`config.mk`:
```
export PLATFORM = sky130hd
export DESIGN_NAME = regfile_write_arbiter
export DESIGN_NICKNAME = d
export VERILOG_FILES = /design/src/rtl/regfile_write_arbiter.sv
export SDC_FILE = /design/constraint.sdc
export NUM_CORES = 1
export LEC_CHECK = 0
export BUFFER_PORTS_ARGS = -buffer_cell sky130_fd_sc_hd__clkbuf_2
export CAP_MARGIN = 20
export CORE_MARGIN = 3
export CORE_UTILIZATION = 47
export CTS_CLUSTER_SIZE = 20
export DETAILED_ROUTE_END_ITERATION = 8
export PLACE_DENSITY = 0.75
export SYNTH_ARGS = -nofsm -noshare
export SYNTH_HDL_FRONTEND = slang
export SYNTH_SLANG_ARGS = --single-unit
```
`constraint.sdc`:
```
create_clock -name clk -period 2.05 [get_ports clk]
set_input_delay 0.205 -clock clk [delete_from_list [all_inputs] [get_ports clk]]
set_output_delay 0.205 -clock clk [all_outputs]
set_load 0.005 [all_outputs]
```
`src/rtl/regfile_write_arbiter.sv`:
```
// Single write port of the bit-cell register file, shared round-robin by ALU (A) and load (B) writeback, plus a clear sequencer.
// Latency: a write accepted at edge n appears on rf_wen/rf_waddr/rf_wdata/rf_wdecode after edge n, for one cycle.
// Backpressure: a_ready/b_ready are combinational grants; both are held low while a clear is requested or running.
module regfile_write_arbiter #(
  parameter int NUM_REGS = 16,
  parameter int ADDR_W   = 4,
  parameter int DATA_W   = 16
) (
  input  logic                clk,
  input  logic                rst,
  input  logic                a_valid,
  output logic                a_ready,
  input  logic [ADDR_W-1:0]   a_addr,
  input  logic [DATA_W-1:0]   a_data,
  input  logic                b_valid,
  output logic                b_ready,
  input  logic [ADDR_W-1:0]   b_addr,
  input  logic [DATA_W-1:0]   b_data,
  input  logic                clr_req,
  output logic                clr_busy,
  output logic                rf_wen,
  output logic [ADDR_W-1:0]   rf_waddr,
  output logic [DATA_W-1:0]   rf_wdata,
  output logic [NUM_REGS-1:0] rf_wdecode
);

  typedef enum logic {IDLE, CLEAR} state_t;

  // Last register row touched by the clear sequencer; row 0 is hardwired zero and never cleared.
  localparam logic [ADDR_W-1:0] LAST_ROW = ADDR_W'(NUM_REGS - 1);

  state_t                state_q, state_d;
  logic [ADDR_W-1:0]     cnt_q, cnt_d;
  // 0: A preferred on contention, 1: B preferred.
  logic                  rr_ptr_q, rr_ptr_d;
  logic                  clr_busy_q, clr_busy_d;
  logic                  rf_wen_q, rf_wen_d;
  logic [ADDR_W-1:0]     rf_waddr_q, rf_waddr_d;
  logic [DATA_W-1:0]     rf_wdata_q, rf_wdata_d;
  logic [NUM_REGS-1:0]   rf_wdecode_q, rf_wdecode_d;

  // Next-state, grant and write-port decode.
  always_comb begin
    state_d    = state_q;
    cnt_d      = cnt_q;
    rr_ptr_d   = rr_ptr_q;
    clr_busy_d = clr_busy_q;
    rf_wen_d   = 1'b0;
    rf_waddr_d = rf_waddr_q;
    rf_wdata_d = rf_wdata_q;
    a_ready    = 1'b0;
    b_ready    = 1'b0;

    case (state_q)
      IDLE: begin
        if (clr_req) begin
          state_d    = CLEAR;
          cnt_d      = ADDR_W'(1);
          clr_busy_d = 1'b1;
        end else if (a_valid && (!b_valid || !rr_ptr_q)) begin
          a_ready  = 1'b1;
          rr_ptr_d = 1'b1;
          // Writes to row 0 complete the handshake but never strobe the array.
          if (a_addr != '0) begin
            rf_wen_d   = 1'b1;
            rf_waddr_d = a_addr;
            rf_wdata_d = a_data;
          end
        end else if (b_valid) begin
          b_ready  = 1'b1;
          rr_ptr_d = 1'b0;
          if (b_addr != '0) begin
            rf_wen_d   = 1'b1;
            rf_waddr_d = b_addr;
            rf_wdata_d = b_data;
          end
        end
      end
      CLEAR: begin
        rf_wen_d   = 1'b1;
        rf_waddr_d = cnt_q;
        rf_wdata_d = '0;
        cnt_d      = cnt_q + ADDR_W'(1);
        if (cnt_q == LAST_ROW) begin
          state_d    = IDLE;
          cnt_d      = '0;
          clr_busy_d = 1'b0;
        end
      end
      default: state_d = IDLE;
    endcase

    rf_wdecode_d = rf_wen_d ? (NUM_REGS'(1) << rf_waddr_d) : '0;
  end

  // State and registered write-port outputs; reset also aborts a clear in flight.
  always_ff @(posedge clk) begin
    if (rst) begin
      state_q      <= IDLE;
      cnt_q        <= '0;
      rr_ptr_q     <= 1'b0;
      clr_busy_q   <= 1'b0;
      rf_wen_q     <= 1'b0;
      rf_waddr_q   <= '0;
      rf_wdata_q   <= '0;
      rf_wdecode_q <= '0;
    end else begin
      state_q      <= state_d;
      cnt_q        <= cnt_d;
      rr_ptr_q     <= rr_ptr_d;
      clr_busy_q   <= clr_busy_d;
      rf_wen_q     <= rf_wen_d;
      rf_waddr_q   <= rf_waddr_d;
      rf_wdata_q   <= rf_wdata_d;
      rf_wdecode_q <= rf_wdecode_d;
    end
  end

  assign clr_busy   = clr_busy_q;
  assign rf_wen     = rf_wen_q;
  assign rf_waddr   = rf_waddr_q;
  assign rf_wdata   = rf_wdata_q;
  assign rf_wdecode = rf_wdecode_q;

endmodule

```
==> results.json <==
{
  "wl_um": 4690,
  "clock_skew_ns": 0.00373,
  "clock-root-buffer": "clkbuf_8",
  "required_ns": 2.27,
  "critical_path_class": "register to register",
  "cts_sinks": 44,
  "p_comb_share_pct": 17.5,
  "ir_drop_mv": 0.399,
  "reg2reg_slack_ns": 0.14,
  "syn_area_sq_um": 1950,
  "yosys_warnings": 0,
  "drc": 0,
  "cts_buffer_depth": 2,
  "hold_viol": 0,
  "crit_path_start_kind": "register",
  "hold_buffers": 0,
  "seq_area_frac_synth_pct": 45.3,
  "die_area_sq_um": 4950,
  "cp_top_family": "simple AND/OR/NAND/NOR gates",
  "routabilityCongestion": 0.861,
  "pre_cts_ws_ns": 0.0897,
  "cp_data_arrival_time_ns": 2.12,
  "antennaDiodeCount": 0,
  "wl_per_cell_um": 13.8,
  "holdCritPathClass": "input pin to register",
  "avgSynthCellArea_sq_um": 9.49,
  "async_flop_share_pct": 0,
  "placed_area_sq_um": 2410,
  "pwr-share-clk_pct": 33.9,
  "worst_pin_slew_ns": 0.430,
  "path_max_fanout": 6,
  "instances_no_fill": 340,
  "end_kind": "register",
  "post_synth_num_cell_types": 50,
  "maxSlewHeadroom_pct": 71.2,
  "p_int_mw": 1.40,
  "cts_buffers": 5,
  "path_cells": "or2b_4 -> a32o_1 -> o41ai_2 -> or3b_1 -> nor3_1",
  "avgViaCountPerCell": 5.37,
  "drt-initial-drc-count": 80,
  "track_usage_pct": 19.3,
  "switchingPower_mw": 0.490,
  "cts_post_setup_buffers_inserted": 0,
  "synth_seq_cells": 44,
  "final_layout_size_suffix_gt1_share_pct": 40.1,
  "rows": 22,
  "synth_edf_count": 0,
  "cts.clk_slew.worst_paths_ns": 0.08,
  "grt_start_max_net_pins": 17,
  "die-width_um": 70.3,
  "initial_core_util_pct": 50.9,
  "grt_antenna_before_repair": 0,
  "fin_util_pct": 65.7,
  "setup_ws_ns": 0.144,
  "placeableCoreArea_sq_um": 3830,
  "finalInstanceArea_sq_um": 2510,
  "cts_tree": "yes",
  "grt_pass1_wl_um": 7780,
  "final-setup-viol-count": 0,
  "path_buf_inv": 0,
  "place_inst": 332,
  "p_sw_share_pct": 25.9,
  "power.density_nw_per_um2": 753,
  "first_pass_iters": 4,
  "max_cap_viol_count": 0,
  "ys.flop_type": "dfxtp_1",
  "setup_tns_ns": 0,
  "slew_viol_final": 0,
  "ant_nets": 0,
  "port_buffers": 84,
  "area_growth_pct": 29.2,
  "rsz0062_at_grt": "no",
  "vias": 1826,
  "grt_pass1_vias": 1708,
  "slowest_stage": "or3b_1",
  "synthesis.nets": 251,
  "leakagePower_nw": 1.13,
  "dp_hpwl_um": 3600,
  "cts_max_level": 2,
  "cts_resized": 0,
  "yosysMostFrequentCell": "dfxtp_1",
  "fin_crit_sh_pct": 93.0,
  "status": "finished clean",
  "overflow": 0,
  "min_period_ns": 1.91,
  "ys_top_cells_by_area": "dfxtp_1 45%, mux2i_1 4.6%, nor3_1 4.6%",
  "pin_count": 85,
  "cp_slowest_stage_delay_ns": 0.45,
  "synth_cells": 205,
  "chipHeight_um": 70.3,
  "synth_common_cells": "44 x dfxtp_1, 19 x nor2_1, 18 x nor3_1, 17 x nand2_1, 11 x a21oi_1",
  "synth.top_cell.area_share_pct": 45.3,
  "seq_power_share_pct": 48.7,
  "synth_largest_area_cell": "dfxtp_1",
  "fmax_mhz": 525,
  "clk_latency_ns": 0.29,
  "final_nets": 337
}
## per-stage QoR
step / hold slack (ns) / power [mW]
6_report: 0.149 / 1.89
5_1_grt: 0.150 / 1.99
4_1_cts: 0.147 / 1.91
3_5_place_dp: 0.451 / 1.27
3_3_place_gp: 0.445 / 1.27
2_1_floorplan: 0.284 / 1.15
## power groups by stage
| stage | Combinational (mW) | Sequential (mW) | Clock [mW] |
|---|---|---|---|
| after global routing | 0.365 | 0.928 | 0.694 |
| after CTS | 0.331 | 0.921 | 0.654 |
| final | 0.330 | 0.921 | 0.641 |
| after global placement | 0.328 | 0.940 | 0 |
| after detailed placement | 0.329 | 0.941 | 0 |
| after floorplan | 0.206 | 0.940 | 0 |
## worst paths after layout
| check | startpoint | end | depth (start not counted) |
|---|---|---|---|
| hold / removal | a_data[10] | rf_wdata[10] | 3 |
| setup reg to reg | rr_ptr_q | rf_wdecode[12] | 5 |
| setup / recovery | rr_ptr_q | rf_wdecode[12] | 5 |
| hold reg to reg | rf_wdata[13] | rf_wdata[13] | 1 |
## flip-flops by register name, indices dropped and copies added (netlist names)
register / count
rf_wdata: 16
rf_wdecode: 16
cnt_q: 4
state_q: 1
rr_ptr_q: 1
rf_waddr: 4
clr_busy: 1
rf_wen: 1
## routing by layer
layer | up-vias | GRT usage (%) | part of all wire [%] | routed length [um]
met2 | 66 | 31.0 | 46 | 2150
met5 | - | 0 | 0 | 0
li1 | 929 | - | - | -
met1 | 821 | 24.6 | 45 | 2130
met3 | 10 | 5.90 | 7.3 | 342
met4 | 0 | 6.17 | 1.7 | 78
## cell type report
type / count / area [sq um]
clock inverters: 2 / 35.0
multi-input cells: 144 / 970
fillers: 345 / 1310
clock buffers: 6 / 72.6
flip-flops and latches: 44 / 881
inverters: 4 / 15.0
repair buffers: 92 / 480
well taps: 48 / 60.1
## worst reg2reg max path, stage by stage, from the launching register on
cell and delay (ns):
dfxtp_1 0.37, or2b_4 0.31, a32o_1 0.28, o41ai_2 0.25
or3b_1 0.45, nor3_1 0.17
## cell usage in the layout, fill, tap and decap left out, types with 2 or more instances in the layout
master / count
dfxtp_1: 44
o21ai_0: 5
a21oi_1: 11
or4_1: 2
nor2b_1: 2
clkbuf_2: 84
mux2i_1: 9
a311oi_1: 8
clkbuf_8: 5
nand3_1: 6
and3_1: 3
nor3_2: 2
buf_4: 8
or3_1: 2
inv_1: 4
nor2_2: 2
nor3_1: 18
nand2_1: 17
o2bb2ai_1: 9
nor2_1: 19
## kinds of logic (layout without fill, tap and decap cells)
group | after synthesis | after routing | share of synthesized area [%]
simple gates | 85 | 85 | 23.1
compound gates | 49 | 49 | 21.5
flops | 44 | 44 | 45.3
buf+inv | 17 | 104 | 4.89
mux | 9 | 9 | 4.63
fa+ha+maj | 1 | 1 | 0.643
No activity file was read; power rests on OpenSTA's default activity.
